## src/rtl/search_scheduler.sv

```systemverilog
// Round-robin scheduler sharing one pattern-search engine among NREQ requesters.
// Define SEARCH_TIMEOUT_EN to add an engine watchdog and the rsp_timeout output.
module search_scheduler #(
  parameter int unsigned NREQ = 4,
  parameter int unsigned AW   = 8
`ifdef SEARCH_TIMEOUT_EN
  , parameter int unsigned TIMEOUT_CYCLES = 4096
`endif
) (
  input  logic              CLK100MHZ,
  input  logic              reset,
  input  logic [NREQ-1:0]   req,
  input  logic [NREQ*AW-1:0] req_p,
  input  logic [NREQ*AW-1:0] req_pl,
  input  logic [NREQ*AW-1:0] req_b,
  input  logic [NREQ*AW-1:0] req_bl,
  output logic [NREQ-1:0]   grant,
  output logic [NREQ-1:0]   rsp_valid,
  output logic [AW-1:0]     rsp_found,
  output logic              rsp_hit,
`ifdef SEARCH_TIMEOUT_EN
  output logic              rsp_timeout,
`endif
  output logic              busy,
  output logic [AW-1:0]     eng_p,
  output logic [AW-1:0]     eng_pl,
  output logic [AW-1:0]     eng_b,
  output logic [AW-1:0]     eng_bl,
  output logic              eng_activate,
  input  logic              eng_done,
  input  logic [AW-1:0]     eng_found
);

  localparam int unsigned IW = (NREQ > 1) ? $clog2(NREQ) : 1;

  typedef enum logic [1:0] {S_IDLE, S_LAUNCH, S_WAIT, S_RESPOND} state_t;

  state_t          state, state_d;
  logic [IW-1:0]   rr, rr_d, gidx, gidx_d;
  logic            done_q, done_rise;
  logic [NREQ-1:0] grant_d, rsp_valid_d;
  logic [AW-1:0]   rsp_found_d, eng_p_d, eng_pl_d, eng_b_d, eng_bl_d;
  logic            rsp_hit_d, busy_d, eng_activate_d;

  logic            pick_ok;
  logic [IW-1:0]   pick_idx, cand;
  logic [AW-1:0]   sel_p, sel_pl, sel_b, sel_bl;

`ifdef SEARCH_TIMEOUT_EN
  localparam int unsigned CW = $clog2(TIMEOUT_CYCLES + 1);
  logic [CW-1:0]   wait_cnt, wait_cnt_d;
  logic            tmo, tmo_d, rsp_timeout_d;
`endif

  assign done_rise = eng_done & ~done_q;

  // First requesting index after the last served one, wrapping modulo NREQ.
  always_comb begin
    pick_ok  = 1'b0;
    pick_idx = '0;
    cand     = '0;
    for (int unsigned k = 1; k <= NREQ; k++) begin
      cand = IW'((32'(rr) + k) % NREQ);
      if (!pick_ok && req[cand]) begin
        pick_ok  = 1'b1;
        pick_idx = cand;
      end
    end
  end

  // Operand mux for the candidate requester.
  always_comb begin
    sel_p  = '0;
    sel_pl = '0;
    sel_b  = '0;
    sel_bl = '0;
    for (int unsigned i = 0; i < NREQ; i++) begin
      if (pick_idx == IW'(i)) begin
        sel_p  = req_p[i*AW +: AW];
        sel_pl = req_pl[i*AW +: AW];
        sel_b  = req_b[i*AW +: AW];
        sel_bl = req_bl[i*AW +: AW];
      end
    end
  end

  always_comb begin
    state_d        = state;
    rr_d           = rr;
    gidx_d         = gidx;
    grant_d        = grant;
    rsp_valid_d    = '0;
    rsp_found_d    = rsp_found;
    rsp_hit_d      = rsp_hit;
    busy_d         = busy;
    eng_p_d        = eng_p;
    eng_pl_d       = eng_pl;
    eng_b_d        = eng_b;
    eng_bl_d       = eng_bl;
    eng_activate_d = 1'b0;
`ifdef SEARCH_TIMEOUT_EN
    wait_cnt_d     = wait_cnt;
    tmo_d          = tmo;
    rsp_timeout_d  = 1'b0;
`endif
    case (state)
      S_IDLE: begin
        if (pick_ok) begin
          gidx_d   = pick_idx;
          grant_d  = NREQ'(1) << pick_idx;
          busy_d   = 1'b1;
          eng_p_d  = sel_p;
          eng_pl_d = sel_pl;
          eng_b_d  = sel_b;
          eng_bl_d = sel_bl;
          // Degenerate operands are answered directly; the engine stays idle.
          if (sel_pl == '0 || sel_bl == '0 || sel_pl > sel_bl) begin
            rsp_found_d = '1;
            rsp_hit_d   = 1'b0;
            state_d     = S_RESPOND;
          end else begin
            eng_activate_d = 1'b1;
            state_d        = S_LAUNCH;
          end
        end
      end
      S_LAUNCH: begin
        state_d = S_WAIT;
`ifdef SEARCH_TIMEOUT_EN
        wait_cnt_d = '0;
        tmo_d      = 1'b0;
`endif
      end
      S_WAIT: begin
        if (done_rise) begin
          rsp_found_d = eng_found;
          rsp_hit_d   = (eng_found != '1);
          state_d     = S_RESPOND;
        end
`ifdef SEARCH_TIMEOUT_EN
        else if (wait_cnt == CW'(TIMEOUT_CYCLES - 1)) begin
          rsp_found_d = '1;
          rsp_hit_d   = 1'b0;
          tmo_d       = 1'b1;
          state_d     = S_RESPOND;
        end else begin
          wait_cnt_d = wait_cnt + CW'(1);
        end
`endif
      end
      S_RESPOND: begin
        rsp_valid_d = NREQ'(1) << gidx;
        grant_d     = '0;
        rr_d        = gidx;
        busy_d      = 1'b0;
        state_d     = S_IDLE;
`ifdef SEARCH_TIMEOUT_EN
        rsp_timeout_d = tmo;
`endif
      end
      default: state_d = S_IDLE;
    endcase
  end

  always_ff @(posedge CLK100MHZ or negedge reset) begin
    if (!reset) begin
      state        <= S_IDLE;
      rr           <= IW'(NREQ - 1);
      gidx         <= '0;
      done_q       <= 1'b0;
      grant        <= '0;
      rsp_valid    <= '0;
      rsp_found    <= '0;
      rsp_hit      <= 1'b0;
      busy         <= 1'b0;
      eng_p        <= '0;
      eng_pl       <= '0;
      eng_b        <= '0;
      eng_bl       <= '0;
      eng_activate <= 1'b0;
`ifdef SEARCH_TIMEOUT_EN
      wait_cnt     <= '0;
      tmo          <= 1'b0;
      rsp_timeout  <= 1'b0;
`endif
    end else begin
      state        <= state_d;
      rr           <= rr_d;
      gidx         <= gidx_d;
      done_q       <= eng_done;
      grant        <= grant_d;
      rsp_valid    <= rsp_valid_d;
      rsp_found    <= rsp_found_d;
      rsp_hit      <= rsp_hit_d;
      busy         <= busy_d;
      eng_p        <= eng_p_d;
      eng_pl       <= eng_pl_d;
      eng_b        <= eng_b_d;
      eng_bl       <= eng_bl_d;
      eng_activate <= eng_activate_d;
`ifdef SEARCH_TIMEOUT_EN
      wait_cnt     <= wait_cnt_d;
      tmo          <= tmo_d;
      rsp_timeout  <= rsp_timeout_d;
`endif
    end
  end

endmodule
```

## config.mk

```make
export PLATFORM = sky130hd
export DESIGN_NAME = search_scheduler
export DESIGN_NICKNAME = d
export VERILOG_FILES = /design/src/rtl/search_scheduler.sv
export SDC_FILE = /design/constraint.sdc
export NUM_CORES = 1
export LEC_CHECK = 0
export BUFFER_PORTS_ARGS = -buffer_cell sky130_fd_sc_hd__buf_2
export CORE_UTILIZATION = 46
export DETAILED_ROUTE_END_ITERATION = 7
export GPL_TIMING_DRIVEN = 0
export PLACE_DENSITY = 0.82
export RECOVER_POWER = 100
export SLEW_MARGIN = 25
export SYNTH_ARGS = -nofsm -noshare
export SYNTH_HDL_FRONTEND = slang
export SYNTH_SLANG_ARGS = --single-unit
export TNS_END_PERCENT = 30
```

## constraint.sdc

```tcl
create_clock -name CLK100MHZ -period 4.37 [get_ports CLK100MHZ]
set_input_delay 0.437 -clock CLK100MHZ [delete_from_list [all_inputs] [get_ports CLK100MHZ]]
set_output_delay 0.437 -clock CLK100MHZ [all_outputs]
set_load 0.02 [all_outputs]
```

Yosys cells after proc, flatten, opt, wreduce, memory -nomap -nowiden
Cells that the tools add are included.
- register bits after elaboration: 58
- bits in latches: 0
- memory bits (writable): 0
- memory bits (read-only): 0
- output and inout bits: 51
- memories: 0
- add/sub/neg operators: 4
- multiply operators: 0
- div/mod/pow operators: 0
- order comparisons: 5
- equality and inequality tests: 10
- shift-type cells: 2
- mux-type cells: 52
- bitwise gates (word level): 2
- reductions and logical operators: 18
- operator list (cell ; count):
    two-way mux 8 bit ; 19
    logical NOT 8 bit ; 2
    case mux 8 bit (2 select lines) ; 1
    two-way mux 1 bit ; 15
    two-way mux 2 bit ; 7
    less-than comparator 2 x 3 -> 1 bit (second input constant) ; 4
    binary-select mux 1 bit (select 2 bit) ; 4
    == test 2 bit (second input constant) ; 4
    > comparator 8 bit ; 1
    two-way mux 4 bit ; 2
    inequality test 8 bit (second input constant) ; 1
    case mux 2 bit (4 select lines) ; 1
    case mux 4 bit (2 select lines) ; 1
    left shift 1 x 2 -> 4 bit (first input constant) ; 2
    inequality test 2 bit (second input constant) ; 3
    AND reduction 2 bit ; 3
    adder 2 x 1 -> 2 bit (second input constant) ; 2
    adder 2 bit (second input constant) ; 2
    == test 2 x 1 -> 1 bit (second input constant) ; 2
    logical NOT 2 bit ; 2
    case mux 1 bit (2 select lines) ; 2
    AND reduction 4 bit ; 1
    nonzero test 2 bit ; 2
    logical AND 1 bit ; 3
    4 further kinds ; 7

Logic depth before layout (Yosys ltp)
Gate-level depths: netlist of run 1.
- depth in word-level cells: 24
- depth in mapped cells: 18
- gate-level depth less buffers: 15

Worst setup path after synthesis of run 1
OpenSTA, ideal clock, no wires.
- path type: register to register
- start point: register rr[1]
- end point: register rsp_found[0]
- library setup time: 121 ps
- data arrival time: 3390 ps
- data required time: 4249 ps
- setup slack: 859 ps
- stages on the path, launching flop included: 18
- period minus slack after synthesis: 3511 ps
- cell sequence: dfstp_2 buf_6 mux2i_1 o221a_1 buf_6 buf_2 mux2i_1 inv_1 ha_1 nor2b_1 o21a_1 o21a_1 o21ai_0 a21oi_1 o31ai_1 and4_4 nor2_4 o22a_1
- longest elaborated chain between the ends: 23
- elaborated cells between the ends (all ways): 46
- classes of those cells: 4 x add/sub; 1 x order compare; 5 x eq/ne; 24 x mux; 12 x reduce/logical
- ends and longest elaborated chain (what ; line ; RTL):
    start: declaration ; 39 ; logic [IW-1:0] rr, rr_d, gidx, gidx_d;
    start signal: assignment ; 168 ; rr <= IW'(NREQ - 1);
    start signal: assignment ; 188 ; rr <= rr_d;
    branches (longest 22 deep; another with adder 2 x 1 -> 2 bit) ; -- ;
    AND reduction 4 bit (no source line) (*) ; -- ;
    end signal: assignment ; 193 ; rsp_found <= rsp_found_d;
    end: declaration ; 19 ; output logic [AW-1:0] rsp_found,
Every way passes the cells marked *. The select of a mux whose other input is x is not followed.
A chain may end at the register's enable or synchronous reset.

Worst setup path in the final report of run 1
- start point: register rr[1]
- end point: register rsp_found[6]
Same word-level chain as after synthesis.

==> summary.md, run 1 <==
| Metric | Value |
|---|---|
| Sequential area share after synthesis | `39.8%` |
| Crit-path leading delay family | `compound AO/OA/AOI/OAI gates` |
| Worst-path clk slew | `0.07 ns` |
| Violated checks | `capacitance limit, slew limit` |
| Area of the die | `8310 sq um` |
| Via count | `3,753` |
| Dpl hpwl | `about 8.2 mm` |
| Grt ovf | `0` |
| Average size of a mapped cell | `9.83 sq um` |
| Largest cells by area after synthesis | `dfrtp_1 38%, mux2i_1 12%, nand2_1 5.7%, ha_1 4.1%, a311oi_1 3.8%` |
| Worst setup SP type | `flip-flop` |
| Die Ht | `a little over 90 microns` |
| Largest net degree at the start of global routing | `59` |
| RSZ-0062 raised after global routing | `no` |
| EDFF count, synth | `0` |
| First-pass GRT wire length | `roughly 17 mm` |
| Buffers on Ports | `193` |
| Final cycle utilization of the critical path | `94.4%` |
| Maximum clock rate | `0.242 GHz` |
| Layout Utilization | `63.8%` |
| Cell Area, Placed | `4750 sq um` |
| Worst hold slack | `0.211 ns` |
| Peak supply drop | `0.406 mV` |
| Syn Std Cell Area | `3660 sq um` |
| Combinational share of power | `55.8%` |
| Sequential Power Share | `26.5%` |
| Cts bufs inserted | `9` |
| Cell Int Power | `between 1500 and 2000 uW` |
| Starting Density | `47.3%` |
| Final nets | `731` |
| GP Congestion | `slightly below 0.9` |
| Antenna cell count | `0` |
| CP max stage delay | `0.53 ns` |
| Setup TNS | `0 ns` |
| Post-route minimum period | `just over 4 ns` |
| Crit-path slowest cell | `dfstp_2` |
| Post-CTS setup buffers | `0` |
| Area growth syn-to-layout | `34.8%` |
| Final setup viols | `0` |
| Worst Path Buf+Inv | `4` |
| Post-CTS sizing | `0` |
| Vias in the first global route | `3,628` |
| Slew Limit Fails | `about 60` |
| Clock Path Buffers | `2` |
| Chip width | `91.2 microns` |
| Post-synthesis net count | `527` |
| Row count | `32` |
| Top-level I/O count | `194` |
| Slew margin rel. | `-104%` |
| Critical path arrival | `4.36 ns` |
| Synth top cells by count | `56 x dfrtp_1, 56 x nand2_1, 44 x mux2i_1` |
| Initial antenna violation count | `0` |
| Layout cell share with drive strength beyond 1 | `31.0%` |
| Max FO, Critical Path | `10` |
| Switch share | `44.5%` |
| Clk root buf | `clkbuf_8` |
| Synth area leader | `dfrtp_1` |
| Hold Crit Class | `in2reg` |
| Sw Pwr | `between 1500 and 2000 uW` |
| Hold wc startpoint | `eng_done` |
| Critical-path cell list | `buf_6 -> mux2i_1 -> o221a_1 -> buf_6 -> buf_2 -> mux2i_1 -> inv_1 -> ha_1 -> nor2b_1 -> o21a_1 -> o21a_1 -> o21ai_0 -> a21oi_1 -> o31ai_2 -> and4_4 -> nor2_4 -> o22a_1` |
| LEAKAGE | `roughly 0.0024 uW` |
| Status | `complete, but fails checks` |
| Share of the synthesized area in the top cell type | `38.3%` |
| WS Path Type | `reg2reg` |
| Drt drc | `0` |
| CTS sink count | `58` |
| Fin. Hold Viols | `0` |
| H-Tree Depth | `3` |
| Final instance area | `4930 sq um` |
| Critical Path Sink Type | `flip-flop` |
| Hold Buf Count CTS | `0` |
| CP required | `4.61 ns` |
| Final wirelength | `10.4 mm` |
| Number of synthesized register bits | `58` |
| CTS tree | `done` |
| Top FF cell, synth | `dfrtp_1` |
| Worst-Margin Slew | `3.07 ns` |
| First-pass detailed-route iteration total | `4` |
| Clk pwr share | `17.7%` |
| Synth unique cells | `48` |
| Post-Syn Instances | `372` |
| Initial drt markers | `117` |
| Max-Cap Viols | `1` |
| Clk_lat worst skew | `approximately 0.35 ns` |
| Core Region | `7730 sq um` |
| Synth warn | `0` |
| DRT antenna net count | `0` |
| Reg2Reg Launch Point | `rr[1]` |
| Pwr dens | `710 nW/um^2` |
| Async set or reset register ratio after synthesis | `between 90% and 100%` |
| Layout Skew | `0.00623 ns` |
| Vias per Instance | `5.49` |
| WL/cell | `15.3 microns` |
| Crit. Startpoint | `rr[1]` |
| GRT Resource Usage Total | `between 20% and 30%` |
==> power groups by stage <==
stage                     registers (uW)  logic, uW  clock network (uW)
after floorplan                     1170       1160                   0
after global placement               925       1950                   0
after detailed placement             929       2010                   0
after CTS                            921       2010                 634
after global routing                 959       2140                 656
final                                928       1950                 619
==> sequential cells by signal (all words and copies together), names as in the netlist <==
| name | flops |
|---|---|
| eng_b | 8 |
| busy | 1 |
| grant | 4 |
| eng_activate | 1 |
| eng_bl | 8 |
| eng_p | 8 |
| eng_pl | 8 |
| done_q | 1 |
| rsp_valid | 4 |
| rsp_hit | 1 |
| gidx | 2 |
| rr | 2 |
| state | 2 |
| rsp_found | 8 |
==> cells in the final DEF (no fill, tap or decap), drive strengths merged, types with 3 or more instances in the layout <==
master | Yosys | final
and2 | 17 | 17
a311oi | 16 | 16
o21a | 3 | 3
nor2b | 8 | 8
mux2i | 44 | 44
buf | 11 | 148
mux2 | 9 | 9
a21o | 18 | 18
a31oi | 5 | 5
a211oi | 16 | 16
o22a | 8 | 8
nand2b | 4 | 4
a22o | 3 | 3
ha | 12 | 12
a21oi | 7 | 7
bufinv | 0 | 3
dfrtp | 56 | 56
inv | 9 | 10
nand4 | 5 | 5
nand2 | 56 | 56
o21ai | 19 | 19
clkbuf | 17 | 82
nor4 | 4 | 4
nor2 | 7 | 7
clkinv | 0 | 3
==> final timing paths <==
check,to,slack [ns],cells past startpoint
max,rsp_found[6],0.24,17
min,done_q,0.21,1
max reg2reg,rsp_found[6],0.24,17
min reg2reg,eng_b[0],0.48,1
max in group asynchronous,eng_pl[3],1.55,1
min in group asynchronous,eng_p[0],1.09,1
==> cells by family (layout without fill, tap and decap cells) <==
kind of cell	Yosys count	in the layout	share of synthesized area, %
DFF	58	58	39.8
and+or+nand+nor	109	109	15.3
buffers and inverters	37	246	5.34
muxes	53	53	14.8
adders and majority gates	12	12	4.11
AOI/OAI and AO/OA	103	103	20.7
==> final cells by class <==
| class | count | area, sq um |
|---|---|---|
| Fill cell | 672 | 2800 |
| Clock inverter | 7 | 125 |
| Inverter | 9 | 33.8 |
| Buffer | 28 | 156 |
| Sequential cell | 58 | 1450 |
| Clock buffer | 9 | 124 |
| Multi-Input combinational cell | 277 | 2010 |
| Timing Repair Buffer | 193 | 900 |
| Tap cell | 102 | 128 |
==> worst reg2reg max path, delay by kind of cell, from the launching register on <==
kind | cells | cell delay, ns
adders and majority gates | 1 | 0.30
buffers and inverters | 4 | 0.66
muxes | 2 | 0.61
DFF | 1 | 0.53
AOI/OAI and AO/OA | 7 | 1.39
and+or+nand+nor | 3 | 0.53
==> metrics by stage <==
stage	setup WS, ns	cells	power, uW
2_1_floorplan	0.859	372	2340
3_3_place_gp	0.373	667	2870
3_5_place_dp	0.211	667	2930
4_1_cts	0.150	683	3570
5_1_grt	0.0543	683	3750
6_report	0.243	683	3500
==> metal layers <==
layer | GRT usage, % | share of wire [%] | up-vias
li1 | - | - | 1778
met1 | 31.9 | 42 | 1782
met2 | 43.6 | 49 | 168
met3 | 6.87 | 6.5 | 25
met4 | 9.52 | 2.2 | 0
met5 | 0 | 0 | -
No activity file was read; power rests on OpenSTA's default activity.
==> run 2: changes to the inputs <==
Settings changed: BUFFER_PORTS_ARGS -buffer_cell sky130_fd_sc_hd__buf_2 to default, CORE_UTILIZATION 46 to 55, DONT_BUFFER_PORTS from default to 1, PLACE_DENSITY 0.82 to 0.7.
Clock period 4.37 ns to 4.5 ns, I/O delays scaled along.
==> summary.md, run 2 (synthesis gave the netlist of run 1 again) <==
| Metric | Value |
|---|---|
| Reg2Reg Launch Point | `rr[1] (unchanged)` |
| Initial drt markers | `151 (was 117)` |
| Post-CTS sizing | `0 (unchanged)` |
| Post-route setup slack | `0.397 ns (was 0.243 ns)` |
| Final setup viols | `0 (unchanged)` |
| Antenna cell count | `0 (unchanged)` |
| Critical path arrival | `4.32 ns (was 4.36 ns)` |
| Max-Cap Viols | `1 (unchanged)` |
| GRT Resource Usage Total | `27.0% (was 25.9%)` |
| Place WS | `0.439 ns (was 0.211 ns)` |
| Critical-path cell list | `buf_6 -> nand3b_1 -> a31oi_2 -> buf_4 -> mux2i_1 -> mux2i_1 -> inv_1 -> ha_1 -> nor2b_1 -> o21a_1 -> o21a_1 -> o21ai_0 -> a21oi_1 -> o31ai_1 -> and4_4 -> nor2_4 -> o22a_1 (was buf_6 -> mux2i_1 -> o221a_1 -> buf_6 -> buf_2 -> mux2i_1 -> inv_1 -> ha_1 -> nor2b_1 -> o21a_1 -> o21a_1 -> o21ai_0 -> a21oi_1 -> o31ai_2 -> and4_4 -> nor2_4 -> o22a_1)` |
| DRT antenna net count | `0 (unchanged)` |
| Final nets | `540 (was 731)` |
| Worst setup SP type | `flip-flop (unchanged)` |
| Max FO, Critical Path | `10 (unchanged)` |
| Via count | `2,982 (was 3,753)` |
| Status | `complete, but fails checks (unchanged)` |
| Setup TNS | `0 ns (unchanged)` |
| Starting Density | `57.3% (was 47.3%)` |
| Area growth syn-to-layout | `7.83% (was 34.8%)` |
| Buffers on Ports | `0 (was 193)` |
| Maximum clock rate | `0.244 GHz (was 0.242 GHz)` |
| CTS tree | `done (unchanged)` |
| CTS sink count | `58 (unchanged)` |
| Clk root buf | `clkbuf_8 (unchanged)` |
| Die Ht | `83.5 microns (was 91.2 microns)` |
| Slew margin rel. | `-101% (was -104%)` |
| Top-level I/O count | `194 (unchanged)` |
| Fin. Hold Viols | `0 (unchanged)` |
| Core Region | `6390 sq um (was 7730 sq um)` |
| Row count | `29 (was 32)` |
| Largest net degree at the start of global routing | `59 (unchanged)` |
| Peak supply drop | `0.416 mV (was 0.406 mV)` |
| Hold Crit Endpoint | `done_q (unchanged)` |
| Area of the die | `6980 sq um (was 8310 sq um)` |
| Pwr Total | `3070 uW (was 3500 uW)` |
| H-Tree Depth | `3 (unchanged)` |
| LEAKAGE | `0.00177 uW (was 0.00241 uW)` |
| Dpl hpwl | `7.14 mm (was 8.15 mm)` |
| First-pass detailed-route iteration total | `4 (unchanged)` |
| Slew Limit Fails | `59 (unchanged)` |
| Violated checks | `capacitance limit, slew limit (unchanged)` |
| Cts bufs inserted | `9 (unchanged)` |
| Reg2Reg Setup Slack | `0.40 ns (was 0.24 ns)` |
| Hold wc startpoint | `eng_done (unchanged)` |
| Initial antenna violation count | `0 (unchanged)` |
| Layout Skew | `0.00967 ns (was 0.00623 ns)` |
| End of the worst register-to-register path | `rsp_found[2] (was rsp_found[6])` |
| Layout cell share with drive strength beyond 1 | `9.74% (was 31.0%)` |
| Pwr dens | `777 nW/um^2 (was 710 nW/um^2)` |
| Vias in the first global route | `2,986 (was 3,628)` |
| Final wirelength | `9.43 mm (was 10.4 mm)` |
| CP required | `4.72 ns (was 4.61 ns)` |
| Crit-path slowest cell | `dfstp_2 (unchanged)` |
| Vias per Instance | `6.39 (was 5.49)` |
| Post-route minimum period | `4.10 ns (was 4.13 ns)` |
| Cell depth of the worst hold path | `0 (was 1)` |
| Grt ovf | `0 (unchanged)` |
| CP max stage delay | `0.53 ns (about the same)` |
| Critical Path Sink Type | `flip-flop (unchanged)` |
| Clock Path Buffers | `2 (unchanged)` |
| Chip width | `83.5 microns (was 91.2 microns)` |
| Hold Crit Class | `in2reg (unchanged)` |
| Clk_lat worst skew | `0.33 ns (was 0.35 ns)` |
| RSZ-0062 raised after global routing | `no (unchanged)` |
| Most frequent cells in the layout | `56 x nand2_1, 56 x dfrtp_1, 44 x mux2i_1, 22 x clkbuf_1, 19 x o21ai_0 (was 141 x buf_2, 73 x clkbuf_1, 56 x nand2_1, 56 x dfrtp_1, 44 x mux2i_1)` |
| WL/cell | `20.2 microns (was 15.3 microns)` |
| Final cycle utilization of the critical path | `91.2% (was 94.4%)` |
| First-pass GRT wire length | `14.8 mm (was 17.0 mm)` |
| Drt drc | `0 (unchanged)` |
| Final instance area | `3940 sq um (was 4930 sq um)` |
| Worst-path clk slew | `0.07 ns (about the same)` |
| R2R cell count | `17 (unchanged)` |
| WS Path Type | `reg2reg (unchanged)` |
| GP Congestion | `0.834 (was 0.894)` |
| Worst-Margin Slew | `3.01 ns (was 3.07 ns)` |
| Layout Utilization | `61.8% (was 63.8%)` |
| Cell Area, Placed | `3750 sq um (was 4750 sq um)` |
==> run 2: changes by cell type in the layout (fill, tap and decap cells not counted), moves of 2 or more <==
cell	change
buf_2	-140
clkbuf_1	-51
clkinv_2	+4
clkinv_4	-3
bufinv_16	-2
==> run 2: power by group <==
| group | switching [uW] | leakage [uW] | internal, uW |
|---|---|---|---|
| sequential | 430 | 0.000696 | 766 |
| combinational | 784 | 0.000979 | 624 |
| clock | 211 | 0.0000958 | 252 |
| total | 1420 | 0.00177 | 1640 |
==> run 2: worst max path at each step <==
stage	from	to	slack [ns]	depth (start not counted)
after floorplan	rr[1]	rsp_found[0]	0.99	17
after global placement	rr[1]	rsp_found[0]	0.53	17
after detailed placement	rr[1]	rsp_found[2]	0.44	17
after CTS	rr[1]	rsp_found[2]	0.43	17
after global routing	rr[1]	rsp_found[3]	0.1	17
final	rr[1]	rsp_found[2]	0.40	17
==> run 2: worst max-delay path, delay by kind of cell (launching register included) <==
family	cells	cell delay, ns
AOI/OAI and AO/OA	7	1.66
muxes	2	0.31
adders and majority gates	1	0.30
and+or+nand+nor	4	0.63
buffers and inverters	3	0.54
DFF	1	0.53
==> run 2: routing by layer <==
layer	routed length, microns	vias up	track usage (%)
met5	0	-	0
met4	127	0	8.78
met3	630	10	7.22
met2	4610	137	45.1
met1	4070	1446	34.1
li1	-	1389	-
==> run 2: final cells by class <==
type / instances / area, sq um
timing repair buffer: 2 / 13.8
sequential: 58 / 1450
buffer: 28 / 156
inverter: 9 / 33.8
clock inverter: 6 / 57.6
multi-input combinational: 277 / 2000
fill: 573 / 2440
tap: 77 / 96.3
clock buffer: 10 / 128
==> run 2: per-stage QoR <==
step	hold WS, ns	std cells
final	0.144	467
after floorplan	0.154	372
after CTS	0.132	467
after global placement	0.156	449
after detailed placement	0.156	449
after global routing	0.124	467
==> run 2: repair_timing <==
action / CTS / global route
endpoints found under the hold margin: 58 / 0
buffers inserted: 0 / 0
hold buffers: 2 / 0
endpoints found under the setup margin: 0 / 0
